## config.mk

```make
export PLATFORM = sky130hd
export DESIGN_NAME = gray_fifo_ctrl
export DESIGN_NICKNAME = d
export VERILOG_FILES = /design/src/rtl/gray_fifo_pkg.sv /design/src/rtl/gray_ptr.sv /design/src/rtl/gray_fifo_ctrl.sv
export SDC_FILE = /design/constraint.sdc
export NUM_CORES = 1
export LEC_CHECK = 0
export BUFFER_PORTS_ARGS = -buffer_cell sky130_fd_sc_hd__buf_2
export CORE_MARGIN = 4
export CORE_UTILIZATION = 45
export CTS_CLUSTER_DIAMETER = 30
export DETAILED_ROUTE_END_ITERATION = 10
export HOLD_SLACK_MARGIN = 0.08
export PLACE_DENSITY = 0.7
export SYNTH_ARGS = -nofsm -noshare
export SYNTH_HDL_FRONTEND = slang
export SYNTH_SLANG_ARGS = --single-unit
```

## constraint.sdc

```tcl
create_clock -name clk -period 4.5 [get_ports clk]
set_clock_uncertainty 0.15 [all_clocks]
set_input_delay 0.225 -clock clk [delete_from_list [all_inputs] [get_ports clk]]
set_output_delay 0.225 -clock clk [all_outputs]
set_load 0.02 [all_outputs]
```

## src/rtl/gray_fifo_pkg.sv

```systemverilog
// Shared constants and the binary-to-Gray helper for the Gray-pointer FIFO controller.
package gray_fifo_pkg;

  localparam int ADDR_WIDTH_DEFAULT = 4;

  // Wide enough for any pointer; callers zero-extend in and keep the low bits.
  function automatic logic [31:0] bin2gray(input logic [31:0] bin);
    return bin ^ (bin >> 1);
  endfunction

endpackage

```

## src/rtl/gray_ptr.sv

```systemverilog
// One FIFO pointer kept as a binary and a Gray register.
// Both registers advance together, so they always describe the same position.
module gray_ptr
  import gray_fifo_pkg::*;
#(
  parameter int WIDTH = ADDR_WIDTH_DEFAULT + 1
) (
  input  logic             clk,
  input  logic             rst,
  input  logic             inc,
  output logic [WIDTH-1:0] bin,
  output logic [WIDTH-1:0] gray,
  output logic [WIDTH-1:0] bin_next,
  output logic [WIDTH-1:0] gray_next
);

  logic [31:0] gray_wide;
  logic        unused_gray_bits;

  assign bin_next  = inc ? bin + WIDTH'(1) : bin;
  assign gray_wide = bin2gray(32'(bin_next));
  assign gray_next = gray_wide[WIDTH-1:0];

  assign unused_gray_bits = ^gray_wide[31:WIDTH];

  always_ff @(posedge clk) begin
    if (rst) begin
      bin  <= '0;
      gray <= '0;
    end else begin
      bin  <= bin_next;
      gray <= gray_next;
    end
  end

endmodule

```

## src/rtl/gray_fifo_ctrl.sv

```systemverilog
// FIFO controller with Gray-coded pointers, registered full/empty/count flags,
// and one-cycle overflow/underflow pulses for rejected requests.
module gray_fifo_ctrl
  import gray_fifo_pkg::*;
#(
  parameter int ADDR_WIDTH = ADDR_WIDTH_DEFAULT
) (
  input  logic                  clk,
  input  logic                  rst,
  input  logic                  wr_en,
  input  logic                  rd_en,
  output logic                  mem_we,
  output logic [ADDR_WIDTH-1:0] mem_waddr,
  output logic [ADDR_WIDTH-1:0] mem_raddr,
  output logic [ADDR_WIDTH:0]   wr_ptr_gray,
  output logic [ADDR_WIDTH:0]   rd_ptr_gray,
  output logic                  full,
  output logic                  empty,
  output logic [ADDR_WIDTH:0]   count,
  output logic                  overflow,
  output logic                  underflow
);

  localparam int PW = ADDR_WIDTH + 1;

  logic          wr_acc;
  logic          rd_acc;
  logic [PW-1:0] wr_bin;
  logic [PW-1:0] rd_bin;
  logic [PW-1:0] wr_bin_next;
  logic [PW-1:0] rd_bin_next;
  logic [PW-1:0] wr_gray_next;
  logic [PW-1:0] rd_gray_next;
  logic [PW-1:0] rd_gray_wrapped;
  logic          unused_ptr_msbs;

  // Reset blocks acceptance so nothing reaches storage during a reset cycle.
  assign wr_acc = wr_en & ~full & ~rst;
  assign rd_acc = rd_en & ~empty & ~rst;

  assign mem_we    = wr_acc;
  assign mem_waddr = wr_bin[ADDR_WIDTH-1:0];
  assign mem_raddr = rd_bin[ADDR_WIDTH-1:0];

  assign unused_ptr_msbs = wr_bin[ADDR_WIDTH] ^ rd_bin[ADDR_WIDTH];

  gray_ptr #(.WIDTH(PW)) u_wr_ptr (
    .clk       (clk),
    .rst       (rst),
    .inc       (wr_acc),
    .bin       (wr_bin),
    .gray      (wr_ptr_gray),
    .bin_next  (wr_bin_next),
    .gray_next (wr_gray_next)
  );

  gray_ptr #(.WIDTH(PW)) u_rd_ptr (
    .clk       (clk),
    .rst       (rst),
    .inc       (rd_acc),
    .bin       (rd_bin),
    .gray      (rd_ptr_gray),
    .bin_next  (rd_bin_next),
    .gray_next (rd_gray_next)
  );

  // Writer a full lap ahead of the reader shows up in Gray as the top two bits inverted.
  assign rd_gray_wrapped = {~rd_gray_next[PW-1:PW-2], rd_gray_next[PW-3:0]};

  always_ff @(posedge clk) begin
    if (rst) begin
      full      <= 1'b0;
      empty     <= 1'b1;
      count     <= '0;
      overflow  <= 1'b0;
      underflow <= 1'b0;
    end else begin
      empty     <= (wr_gray_next == rd_gray_next);
      full      <= (wr_gray_next == rd_gray_wrapped);
      count     <= wr_bin_next - rd_bin_next;
      overflow  <= wr_en & full;
      underflow <= rd_en & empty;
    end
  end

endmodule

```

==> out/metrics.yaml <==
global_routing:
  grt_util_all_layers_pct: 13.0
  grt_pass1_vias: 773
  grt_pass1_wl_mm: 3.45
  overflow: 0
  grt_max_degree: 32
  antenna_found_initial: 0
synthesis:
  synth-seq-cells: 27
  synth_most_common_cell: "dfxtp_1"
  synth_cell_types: 28
  synthArstFlopShare_pct: 0
  synth_fp_nets: 117
  yosysTopAreaCell: "dfxtp_1"
  yosysTopAreaCellShare_pct: 46.0
  synth_edf_count: 0
  syn_area_um2: 1170
  netlist_instances: 109
  synth_ff_type: "dfxtp_1"
  ys_warn_count: 0
  syn_avg_cell_area_um2: 10.8
  synth_commonest_cells: "27 x dfxtp_1, 23 x nor2_1, 15 x xnor2_1, 6 x xor2_1"
  ys_seq_area_share_pct: 46.0
  yosys-top-cells-area: "dfxtp_1 46%, xnor2_1 11%, nor2_1 7.3%"
setup_path:
  reg2reg_slack_ps: 1930
  cp_data_required_time_ps: 4600
  cp-end-kind: "register"
  worstPathArrival_ps: 2850
  timing.rr.end: "count[4]"
  crit_type: "primary input to register"
  cp_max_fo: 6
  reg2reg_depth: 9
  startpoint_type: "primary input"
  reg2reg_from: "empty"
timing:
  fin_setup_tns_ps: 0
  fmax_mhz: 364
  period_minus_slack_ps: 2750
  rsz0062_at_grt: "false"
  period_share_pct: 61.0
  relSlewSlack_pct: 58.6
  final_max_slew_viol_count: 0
  hold_violations: 0
  worst_pin_slew_ps: 616
  setup_viol: 0
clock_network:
  cts_sinks: 27
  cts_tree: "built"
  root_buffer: "clkbuf_4"
  cts-buffers-inserted: 3
  cts_hold_buf: 2
  cts_buffer_depth: 2
  worst_skew_pair.late_latency_ps: 320
  htreeDepth: 1
  post_cts_buffers: 0
  clk_pin_slew_ps: 140
  cts_resized: 0
place:
  place_area_um2: 1350
  hpwl_mm: 1.55
  port_buffers: 31
  globalplace.congestion: 0.713
floorplan:
  rows: 18
  start_util_pct: 47.4
  die-width_um: 59.1
  die_h_um: 59.1
  core-area_um2: 2480
  ios: 32
  dieArea_um2: 3490
drt:
  wl_per_cell_um: 11.9
  first_pass_iters: 4
  num_vias: 817
  ant_nets: 0
  wirelength_mm: 2.06
  remaining_drc_errors: 0
  avgViaCountPerCell: 4.72
  first_iter_violations: 15
final_layout:
  regArea_um2: 541
  stdcell_area_um2: 1400
  fillers: 244
  areaGrowthSynthToFinish_pct: 18.8
  nets: 152
  diodes: 0
  multi_input_area_um2: 601
  drive_above_1_share_pct: 31.5
pwr:
  ir_drop_mv: 0.184
  cellPowerDensity_nw_per_um2: 310
  power.leakage_nw: 0.665
outcome:
  outcome: "finished, final reports clean"
worst_hold_path:
  min-delay-start: "rst"
  hold_class: "primary input to register"
  whs_endpoint: "u_rd_ptr.gray[4]"
  worstHoldPathCells: 2
flow_run:
  maxCapViolations: 0
[metrics by stage]
stage	cells	utilization (%)	setup WS [ps]	hold WS, ps	total power (W)
after global placement	167	54.4	1840	357	0.000335
after CTS	173	56.4	1760	201	0.000438
after floorplan	109	-	2000	239	0.000317
after detailed placement	167	54.4	1710	370	0.000336
final	173	56.4	1750	205	0.000433
after global routing	173	56.4	1610	213	0.000456
[registers in the layout, summed over array words and instances (netlist names)]
| name | count |
|---|---|
| count | 5 |
| full | 1 |
| u_wr_ptr.bin | 4 |
| underflow | 1 |
| empty | 1 |
| overflow | 1 |
| u_wr_ptr.gray | 5 |
| u_rd_ptr.gray | 5 |
| u_rd_ptr.bin | 4 |
[layout by cell type (no fill, tap or decap), types with 2 or more instances in the layout]
| cell | count |
|---|---|
| xnor2_1 | 15 |
| mux2i_1 | 2 |
| buf_2 | 31 |
| dfxtp_1 | 27 |
| inv_1 | 4 |
| ha_1 | 4 |
| dlygate4sd3_1 | 2 |
| and3b_1 | 2 |
| xor2_1 | 6 |
| nor2_1 | 23 |
| nand4_1 | 4 |
| clkbuf_4 | 3 |
| xnor2_2 | 2 |
| and4bb_1 | 2 |
[logic make-up (layout without fill, tap and decap cells)]
kind of cell             Yosys count  after routing  synth area share, %
AND/OR/NAND/NOR                   38             38                 19.0
flip-flops                        27             27                 46.0
XOR/XNOR                          23             23                 18.4
buffers and inverters              7             41                 2.88
adder cells (fa/ha/maj)            5              5                 5.22
AO/OA/AOI/OAI                      5              5                 3.62
multiplexers                       4              4                 4.90
[worst max-delay path: stages]
cell           delay [ps]
dlygate4sd3_1         530
buf_2                 120
nor3b_2               400
mux2i_4               420
xnor2_1               210
inv_1                  80
ha_1                  220
a21oi_2               150
o21ba_1               150
maj3_2                190
mux2i_1               170
[worst max-delay path by stage]
| stage | slack [ps] | end | start | depth (start not counted) |
|---|---|---|---|---|
| after floorplan | 2000 | count[4] | full | 9 |
| after global placement | 1840 | count[4] | rst | 10 |
| after detailed placement | 1710 | count[4] | rst | 10 |
| after CTS | 1760 | count[4] | rd_en | 11 |
| after global routing | 1610 | count[4] | rd_en | 11 |
| final | 1750 | count[4] | rd_en | 11 |
[per-layer routing]
| metal | part of all wire, % | vias to the layer above | wire length, um | track usage (%) |
|---|---|---|---|---|
| met1 | 48 | 371 | 998 | 17.7 |
| li1 | - | 426 | - | - |
| met4 | 1.5 | 0 | 30 | 5.83 |
| met3 | 4.0 | 4 | 83 | 2.61 |
| met2 | 46 | 16 | 949 | 19.7 |
| met5 | 0 | - | 0 | 0 |
[where the power goes]
part | total (W) | internal, W | switching [W]
clock network | 0.000101 | 0.0000333 | 0.0000682
registers | 0.000255 | 0.000250 | 0.00000560
logic | 0.0000764 | 0.0000324 | 0.0000440
total | 0.000433 | 0.000315 | 0.000118
[final cells by class]
class / count / share of cell area [%]
sequential: 27 / 38.7
timing repair buffer: 33 / 12.5
clock buffer: 3 / 1.61
clock inverter: 1 / 0.358
multi-input combinational: 75 / 43.0
tap: 30 / 2.69
inverter: 4 / 1.08
(Power assumes the default switching activity.)
